[src/rtl/rpsc_card7_status_reader_pkg.sv]
// Shared definitions for the Card 7 status reader.
// - ff_chan_t   : FF channel index on card_la/card_out (bit i = FF(i+1)).
// - FRAME_HDR   : first byte of every status frame.
// - FRAME_BYTES : bytes per status frame.
// - tx_state_t  : per-byte UART transmitter state.
// - lowest_set  : index of the lowest set bit of an 8-bit vector.
package rpsc_card7_status_reader_pkg;

  typedef enum logic [2:0] {
    FF1_EMERGENCY = 3'd0,
    FF2_CH2       = 3'd1,
    FF3_CH3       = 3'd2,
    FF4_CH4       = 3'd3,
    FF5_CH5       = 3'd4,
    FF6_CH6       = 3'd5,
    FF7_CH7       = 3'd6,
    FF8_GR_SW     = 3'd7
  } ff_chan_t;

  localparam logic [7:0]  FRAME_HDR   = 8'hA5;
  localparam int unsigned FRAME_BYTES = 4;

  typedef enum logic [1:0] {
    IDLE,
    START,
    DATA,
    STOP
  } tx_state_t;

  // Scans from the top down so the last hit is the lowest index.
  function automatic logic [2:0] lowest_set(input logic [7:0] v);
    logic [2:0] idx;
    idx = 3'd0;
    for (int i = 7; i >= 0; i--) begin
      if (v[i]) idx = 3'(i);
    end
    return idx;
  endfunction

endpackage

[src/rtl/rpsc_card7_status_reader_if.sv]
// Card-side bundle of the Card 7 status reader.
// master : drives the card lines and the operator acknowledge, observes the outputs.
// slave  : the reader itself.
//   card_la[7:0], card_out[7:0] : alarm / interlock lines (asynchronous)
//   first_up_clr                : operator acknowledge pulse
//   tx_serial, tx_busy          : UART line and frame-in-progress flag
//   first_up_valid, first_up_idx: latched first-up fault
interface rpsc_card7_status_reader_if;
  logic [7:0] card_la;
  logic [7:0] card_out;
  logic       first_up_clr;
  logic       tx_serial;
  logic       tx_busy;
  logic       first_up_valid;
  logic [2:0] first_up_idx;

  modport master (
    output card_la,
    output card_out,
    output first_up_clr,
    input  tx_serial,
    input  tx_busy,
    input  first_up_valid,
    input  first_up_idx
  );

  modport slave (
    input  card_la,
    input  card_out,
    input  first_up_clr,
    output tx_serial,
    output tx_busy,
    output first_up_valid,
    output first_up_idx
  );
endinterface

[src/rtl/rpsc_card7_status_reader_uart_tx_byte.sv]
// Single-byte UART 8N1 transmitter (LSB first, idle high).
//   clk, reset : clock and synchronous active-high reset
//   load, data : byte to send; taken only while ready is high
//   ready      : idle, or in the final cycle of a stop bit (allows gapless next byte)
//   busy       : any state other than IDLE
//   serial     : registered line output
module rpsc_card7_status_reader_uart_tx_byte
  import rpsc_card7_status_reader_pkg::*;
#(
  parameter int unsigned CLK_DIV = 868
) (
  input  logic       clk,
  input  logic       reset,
  input  logic       load,
  input  logic [7:0] data,
  output logic       ready,
  output logic       busy,
  output logic       serial
);
  localparam int unsigned    TmW     = $clog2(CLK_DIV);
  localparam logic [TmW-1:0] BitLast = TmW'(CLK_DIV - 1);

  tx_state_t      state_q, state_d;
  logic [TmW-1:0] tm_q, tm_d;
  logic [2:0]     bit_q, bit_d;
  logic [7:0]     sh_q, sh_d;
  logic           serial_q, serial_d;
  logic           bit_end;

  assign bit_end = (tm_q == BitLast);
  assign busy    = (state_q != IDLE);
  assign ready   = (state_q == IDLE) || ((state_q == STOP) && bit_end);
  assign serial  = serial_q;

  always_comb begin
    state_d = state_q;
    bit_d   = bit_q;
    sh_d    = sh_q;
    tm_d    = (state_q == IDLE || bit_end) ? '0 : tm_q + TmW'(1);
    unique case (state_q)
      IDLE: begin
        if (load) begin
          state_d = START;
          sh_d    = data;
        end
      end
      START: begin
        if (bit_end) begin
          state_d = DATA;
          bit_d   = 3'd0;
        end
      end
      DATA: begin
        if (bit_end) begin
          if (bit_q == 3'd7) begin
            state_d = STOP;
          end else begin
            bit_d = bit_q + 3'd1;
            sh_d  = sh_q >> 1;
          end
        end
      end
      STOP: begin
        if (bit_end) begin
          if (load) begin
            state_d = START;
            sh_d    = data;
          end else begin
            state_d = IDLE;
          end
        end
      end
      default: state_d = IDLE;
    endcase

    // Line value follows the next state so serial_q lines up with state_q.
    case (state_d)
      START:   serial_d = 1'b0;
      DATA:    serial_d = sh_d[0];
      default: serial_d = 1'b1;
    endcase
  end

  always_ff @(posedge clk) begin
    if (reset) begin
      state_q  <= IDLE;
      tm_q     <= '0;
      bit_q    <= 3'd0;
      sh_q     <= 8'd0;
      serial_q <= 1'b1;
    end else begin
      state_q  <= state_d;
      tm_q     <= tm_d;
      bit_q    <= bit_d;
      sh_q     <= sh_d;
      serial_q <= serial_d;
    end
  end

endmodule

[src/rtl/rpsc_card7_status_reader.sv]
// Card 7 status reader: synchronizes and debounces the 8 LA and 8 OUT lines, latches the
// first-up LA fault and reports {A5, LA, OUT, seq/first-up} as a 4-byte UART frame on
// every debounced change and on a periodic idle refresh.
//   clk, reset : clock and synchronous active-high reset
//   bus        : card lines, acknowledge, UART line, busy and first-up outputs
module rpsc_card7_status_reader
  import rpsc_card7_status_reader_pkg::*;
#(
  parameter int unsigned CLK_DIV  = 868,
  parameter int unsigned DEBOUNCE = 1000,
  parameter int unsigned REFRESH  = 10_000_000
) (
  input logic                         clk,
  input logic                         reset,
  rpsc_card7_status_reader_if.slave   bus
);
  localparam int unsigned    DbW    = $clog2(DEBOUNCE + 1);
  localparam int unsigned    RfW    = $clog2(REFRESH + 1);
  localparam int unsigned    IdxW   = $clog2(FRAME_BYTES);
  localparam logic [DbW-1:0] DbLast = DbW'(DEBOUNCE - 1);
  localparam logic [RfW-1:0] RfLast = RfW'(REFRESH - 1);

  logic [15:0]     sync1_q, sync2_q, cand_q, db_q, sent_q;
  logic [DbW-1:0]  db_cnt_q;
  logic [7:0]      db_la, db_out, la_prev_q, rise;
  logic            fu_valid_q, fu_valid_d;
  logic [2:0]      fu_idx_q, fu_idx_d;
  logic [RfW-1:0]  rf_cnt_q;
  logic [3:0]      seq_q;
  logic            pending_q;
  logic [IdxW-1:0] byte_idx_q;
  logic [23:0]     frame_q;
  logic            change, refresh, launch, next_byte;
  logic            load, ready, busy, serial;
  logic [7:0]      load_data;

  assign db_la  = db_q[7:0];
  assign db_out = db_q[15:8];
  assign rise   = db_la & ~la_prev_q;

  // Input synchronizer and shared-counter debounce.
  always_ff @(posedge clk) begin
    if (reset) begin
      sync1_q  <= '0;
      sync2_q  <= '0;
      cand_q   <= '0;
      db_cnt_q <= '0;
      db_q     <= '0;
    end else begin
      sync1_q <= {bus.card_out, bus.card_la};
      sync2_q <= sync1_q;
      if (sync2_q != cand_q) begin
        cand_q   <= sync2_q;
        db_cnt_q <= '0;
      end else if (db_cnt_q != DbLast) begin
        db_cnt_q <= db_cnt_q + DbW'(1);
      end else begin
        db_q <= cand_q;
      end
    end
  end

  // First-up latch: a rise coinciding with the acknowledge wins over the clear.
  always_comb begin
    fu_valid_d = fu_valid_q;
    fu_idx_d   = fu_idx_q;
    if ((rise != 8'd0) && (!fu_valid_q || bus.first_up_clr)) begin
      fu_valid_d = 1'b1;
      fu_idx_d   = lowest_set(rise);
    end else if (bus.first_up_clr) begin
      fu_valid_d = 1'b0;
      fu_idx_d   = 3'd0;
    end
  end

  assign change    = (db_q != sent_q);
  assign refresh   = (rf_cnt_q == RfLast);
  assign launch    = !busy && (change || refresh || pending_q);
  // byte_idx_q == 0 while a frame is running means byte3 is already on the line.
  assign next_byte = ready && busy && (byte_idx_q != '0);
  assign load      = launch || next_byte;

  always_comb begin
    load_data = FRAME_HDR;
    if (!launch) begin
      case (byte_idx_q)
        IdxW'(1): load_data = frame_q[7:0];
        IdxW'(2): load_data = frame_q[15:8];
        IdxW'(3): load_data = frame_q[23:16];
        default:  load_data = FRAME_HDR;
      endcase
    end
  end

  always_ff @(posedge clk) begin
    if (reset) begin
      la_prev_q  <= '0;
      fu_valid_q <= 1'b0;
      fu_idx_q   <= 3'd0;
      sent_q     <= '0;
      pending_q  <= 1'b0;
      seq_q      <= 4'd0;
      rf_cnt_q   <= '0;
      byte_idx_q <= '0;
      frame_q    <= '0;
    end else begin
      la_prev_q  <= db_la;
      fu_valid_q <= fu_valid_d;
      fu_idx_q   <= fu_idx_d;
      if (launch) begin
        // Snapshot uses the first-up next state so a fault that caused this frame is in it.
        frame_q    <= {seq_q, fu_valid_d, fu_idx_d, db_out, db_la};
        sent_q     <= db_q;
        pending_q  <= 1'b0;
        seq_q      <= seq_q + 4'd1;
        rf_cnt_q   <= '0;
        byte_idx_q <= IdxW'(1);
      end else begin
        if (busy && (change || refresh)) pending_q <= 1'b1;
        if (!busy) rf_cnt_q <= rf_cnt_q + RfW'(1);
        // Wraps to 0 after byte3 is loaded, which ends the frame.
        if (next_byte) byte_idx_q <= byte_idx_q + IdxW'(1);
      end
    end
  end

  rpsc_card7_status_reader_uart_tx_byte #(
    .CLK_DIV(CLK_DIV)
  ) u_tx (
    .clk    (clk),
    .reset  (reset),
    .load   (load),
    .data   (load_data),
    .ready  (ready),
    .busy   (busy),
    .serial (serial)
  );

  assign bus.tx_serial      = serial;
  assign bus.tx_busy        = busy;
  assign bus.first_up_valid = fu_valid_q;
  assign bus.first_up_idx   = fu_idx_q;

endmodule

[src/flat_wrapper.sv]
// flat-port wrapper written by rule: the top's interface ports become plain ports
module rpsc_card7_status_reader_flat import rpsc_card7_status_reader_pkg::*;
#(
  parameter int unsigned CLK_DIV  = 868,
  parameter int unsigned DEBOUNCE = 1000,
  parameter int unsigned REFRESH  = 10_000_000
)
  (clk, reset, bus_card_la, bus_card_out, bus_first_up_clr, bus_tx_serial, bus_tx_busy, bus_first_up_valid, bus_first_up_idx);
  rpsc_card7_status_reader_if bus_i ();
  input logic clk;
  input logic reset;
  input wire logic [$bits(bus_i.card_la)-1:0] bus_card_la;
  input wire logic [$bits(bus_i.card_out)-1:0] bus_card_out;
  input wire logic [$bits(bus_i.first_up_clr)-1:0] bus_first_up_clr;
  output wire logic [$bits(bus_i.tx_serial)-1:0] bus_tx_serial;
  output wire logic [$bits(bus_i.tx_busy)-1:0] bus_tx_busy;
  output wire logic [$bits(bus_i.first_up_valid)-1:0] bus_first_up_valid;
  output wire logic [$bits(bus_i.first_up_idx)-1:0] bus_first_up_idx;
  assign bus_i.card_la = bus_card_la;
  assign bus_i.card_out = bus_card_out;
  assign bus_i.first_up_clr = bus_first_up_clr;
  assign bus_tx_serial = bus_i.tx_serial;
  assign bus_tx_busy = bus_i.tx_busy;
  assign bus_first_up_valid = bus_i.first_up_valid;
  assign bus_first_up_idx = bus_i.first_up_idx;
  rpsc_card7_status_reader #(.CLK_DIV(CLK_DIV), .DEBOUNCE(DEBOUNCE), .REFRESH(REFRESH)) u_core (.clk(clk), .reset(reset), .bus(bus_i));
endmodule
[config.mk]
export PLATFORM = sky130hd
export DESIGN_NAME = rpsc_card7_status_reader_flat
export DESIGN_NICKNAME = d
export VERILOG_FILES = /design/src/rtl/rpsc_card7_status_reader_pkg.sv /design/src/rtl/rpsc_card7_status_reader_if.sv /design/src/rtl/rpsc_card7_status_reader_uart_tx_byte.sv /design/src/rtl/rpsc_card7_status_reader.sv /design/src/flat_wrapper.sv
export SDC_FILE = /design/constraint.sdc
export NUM_CORES = 1
export LEC_CHECK = 0
export CORE_ASPECT_RATIO = 1.5
export CORE_MARGIN = 5
export CORE_UTILIZATION = 25
export DETAILED_ROUTE_END_ITERATION = 10
export SETUP_SLACK_MARGIN = 0.2
export SKIP_LAST_GASP = 1
export SLEW_MARGIN = 10
export SYNTH_ARGS = -nofsm -noshare
export SYNTH_HDL_FRONTEND = slang
export SYNTH_SLANG_ARGS = --single-unit
[constraint.sdc]
create_clock -name clk -period 2.14 [get_ports clk]
set_input_delay 0.428 -clock clk [delete_from_list [all_inputs] [get_ports clk]]
set_output_delay 0.428 -clock clk [all_outputs]
set_load 0.02 [all_outputs]
==> metrics <==
gr usage total under 10%; most common cell after layout, fill and taps aside dfxtp_1; crit end category flip-flop; Tmin final roughly 1900 ps; Worst Min Path Start reset; initial antenna violation count 0; simple-gate area share of the yosys netlist between 20% and 30%; CP startpoint kind flip-flop; type of the worst setup path flip-flop to flip-flop; vias per std cell approximately 4.4; FMAX between 0.5 and 0.6 GHz; RSZ-0062 raised after global routing yes; number of max-cap violations 0; Max Slew Vio Count 0; Slew headroom about three quarters; n_diodes 0; largest net degree at the start of global routing 30; status complete, no violations; # DRC 0; Synth Net Count between 700 and 800; Post-Synthesis Cell Area approximately 6700 sq um; worst-skew pair later-pin latency approximately 430 ps; antenna viol nets, final 0; multiplexer share of the synthesized area roughly 3.0%; WHS Path Cells 2; Hold Vio Cnt, Final 0; routed vias 4892; CTS Hold Buffers Added 0; share of layout cells above drive strength 1 18.4%; final wirelength about 14 mm; Final nets approximately 800; critical path peak fanout 8; CORE AREA approximately 26000 sq um; first-pass GRT wire length about 23 mm; Layout area overhead 25.0%; maximum vdd drop roughly 0.00055 V; final RePlAce weighted congestion between 0.7 and 0.8; die width 144 microns; Yosys reg bits 165; Synth Area in Adders 1.87%; synth unique cells 53; Syn Area/Cell 9.40 sq um; Worst Skew 6.24 ps; worst r2r src u_core.sent_q[0]; die area 30200 sq um; Vert. Die Dim between 200 and 250 microns; Leakage between 3 and 4 nW; commonest cells after routing, fill and taps aside dfxtp_1, nor2_1, nor2b_1; TNS Setup 0 ps; drt first-iter violations about 260; CTS tree done; grt ovf 0; clock sink count 165; # rows 73; PortBufs 24; first-pass iteration count of the detailed router 7; compound-cell area share of the yosys netlist 8.39%; Seq/Total Area, Yosys slightly below 50%; Synth warnings 0; Clock H-tree levels 4; Util after Layout around a third; crit path from u_core.sent_q[0]; Clock Root Buffer clkbuf_16; Worst Reg-to-Reg Cells 8; critical path arrival around 2300 ps; total CTS buffers 17; Pwr Total between 0.006 and 0.007 W; I/O pins 25; Worst EP required about 2500 ps; worst slew pin tran just under 400 ps; worst hold path type input pin to flip-flop; final setup vio count 0; starting density of the core 25.3%; Syn Inst Count slightly above 700; wire length per cell between 10 and 15 microns; Clk pin slew, worst setup/hold paths around 70 ps; Power Density 751 nW/um^2; vias in the first global route between 4000 and 5000; Post-Synth XOR/XNOR Area a little under a tenth; Tcrit/Tclk final roughly 90%; r2r setup slk between 200 and 250 ps; combinational family with the most area after synthesis simple AND/OR/NAND/NOR gates; DP HPWL roughly 9.7 mm; worst-case clock buffer depth 2
-- synthesized netlist by cell type, drive strengths merged --
library cell,instances,area share [%]
a222oi,6,0.90
a21boi,1,0.11
o32a,1,0.15
o21a,1,0.11
nand3,32,2.4
and4bb,2,0.37
a211oi,3,0.34
clkbuf,26,1.5
a32oi,1,0.13
dfxtp,165,49
nand4,17,1.7
o211ai,1,0.19
and4b,2,0.30
or3b,1,0.13
a31oi,3,0.28
nor3,6,0.52
inv,7,0.39
a221oi,4,0.52
nand2,61,3.4
nor2,90,5.0
o21ai,14,1.3
mux2i,20,3.0
nand2b,7,0.65
nor4b,1,0.35
and2,1,0.093
o311ai,1,0.13
a22oi,2,0.22
or4b,1,0.15
nor2b,69,6.4
or3,5,0.47
a21o,2,0.22
xor2,45,5.9
and4,4,0.52
a21oi,37,2.8
nor4,7,1.2
buf,9,1.1
ha,10,1.9
o31a,4,0.52
o22a,4,0.52
and2b,1,0.11
xnor2,27,3.5
nand4b,1,0.13
nor3b,3,0.34
and3,8,0.75
-- what timing repair did --
| action | CTS | global route |
|---|---|---|
| setup endpoints to repair | 26 | 75 |
| pin swaps | 5 | 24 |
| setup buffers | 2 | 6 |
| gates cloned | 0 | 2 |
| gates resized for setup | 6 | 82 |
-- path summary, 6_finish.rpt --
check,to
worst max-delay path,u_core.rf_cnt_q[8]
worst min-delay path,u_core.u_tx.bit_q[0]
worst max register to register,u_core.rf_cnt_q[8]
worst min register to register,u_core.sync2_q[12]
-- area by class of cell --
type / instances / area (sq um)
Sequential cell: 165 / 3330
Timing Repair Buffer: 67 / 623
Multi-Input combinational cell: 506 / 3400
Tap cell: 337 / 422
Clock buffer: 17 / 425
Inverter: 7 / 26.3
Clock inverter: 15 / 146
Fill cell: 2787 / 18100
-- worst max-delay path, cell delays in order (launching register included) --
cell      delay [ps]
dfxtp_2          340
xor2_1           160
nor4_2           320
o211ai_2         200
o21ai_4          320
buf_6            150
nand2b_4         100
buf_12           180
nor2_4            90
-- power breakdown --
part / switching [W] / leakage (nW) / internal [W] / total, W
clock: 0.00133 / 0.275 / 0.00163 / 0.00296
sequential: 0.0000205 / 1.35 / 0.00311 / 0.00313
combinational: 0.000102 / 1.55 / 0.000100 / 0.000203
total: 0.00145 / 3.17 / 0.00484 / 0.00629
-- state kept, by name (all words and copies together) (netlist names), 4 cells and up --
signal / cells
u_core.rf_cnt_q: 24
u_core.cand_q: 16
u_core.db_q: 16
u_core.sync1_q: 16
u_core.sync2_q: 16
u_core.sent_q: 15
u_core.db_cnt_q: 10
u_core.u_tx.tm_q: 10
u_core.frame_q: 9
u_core.la_prev_q: 8
u_core.u_tx.sh_q: 8
u_core.seq_q: 4
-- layer usage --
metal,part of all wire (%),vias to the layer above,GRT usage [%],routed length (microns)
li1,-,2530,-,-
met1,42,2280,10.3,5710
met2,53,52,16.9,7260
met3,2.2,30,2.09,301
met4,3.0,0,4.91,410
met5,0,-,0,0
-- metrics by stage --
step	hold WS (ps)	worst slack (ps)	instances	cell area [sq um]
finish	381	217	1114	8380
global route	379	118	1114	8380
CTS	370	201	1106	8040
detailed placement	420	127	1072	7440
floorplan	414	202	713	6710
global placement	420	146	1072	7440
-- cell families (layout without fill, tap and decap cells) --
kind of cell    after synthesis  after routing
buf+inv                      42            106
simple gates                319            319
mux                          20             20
compound gates               85             85
fa+ha+maj                    10             10
flops                       165            165
xor+xnor                     72             72
(Power assumes the default switching activity.)
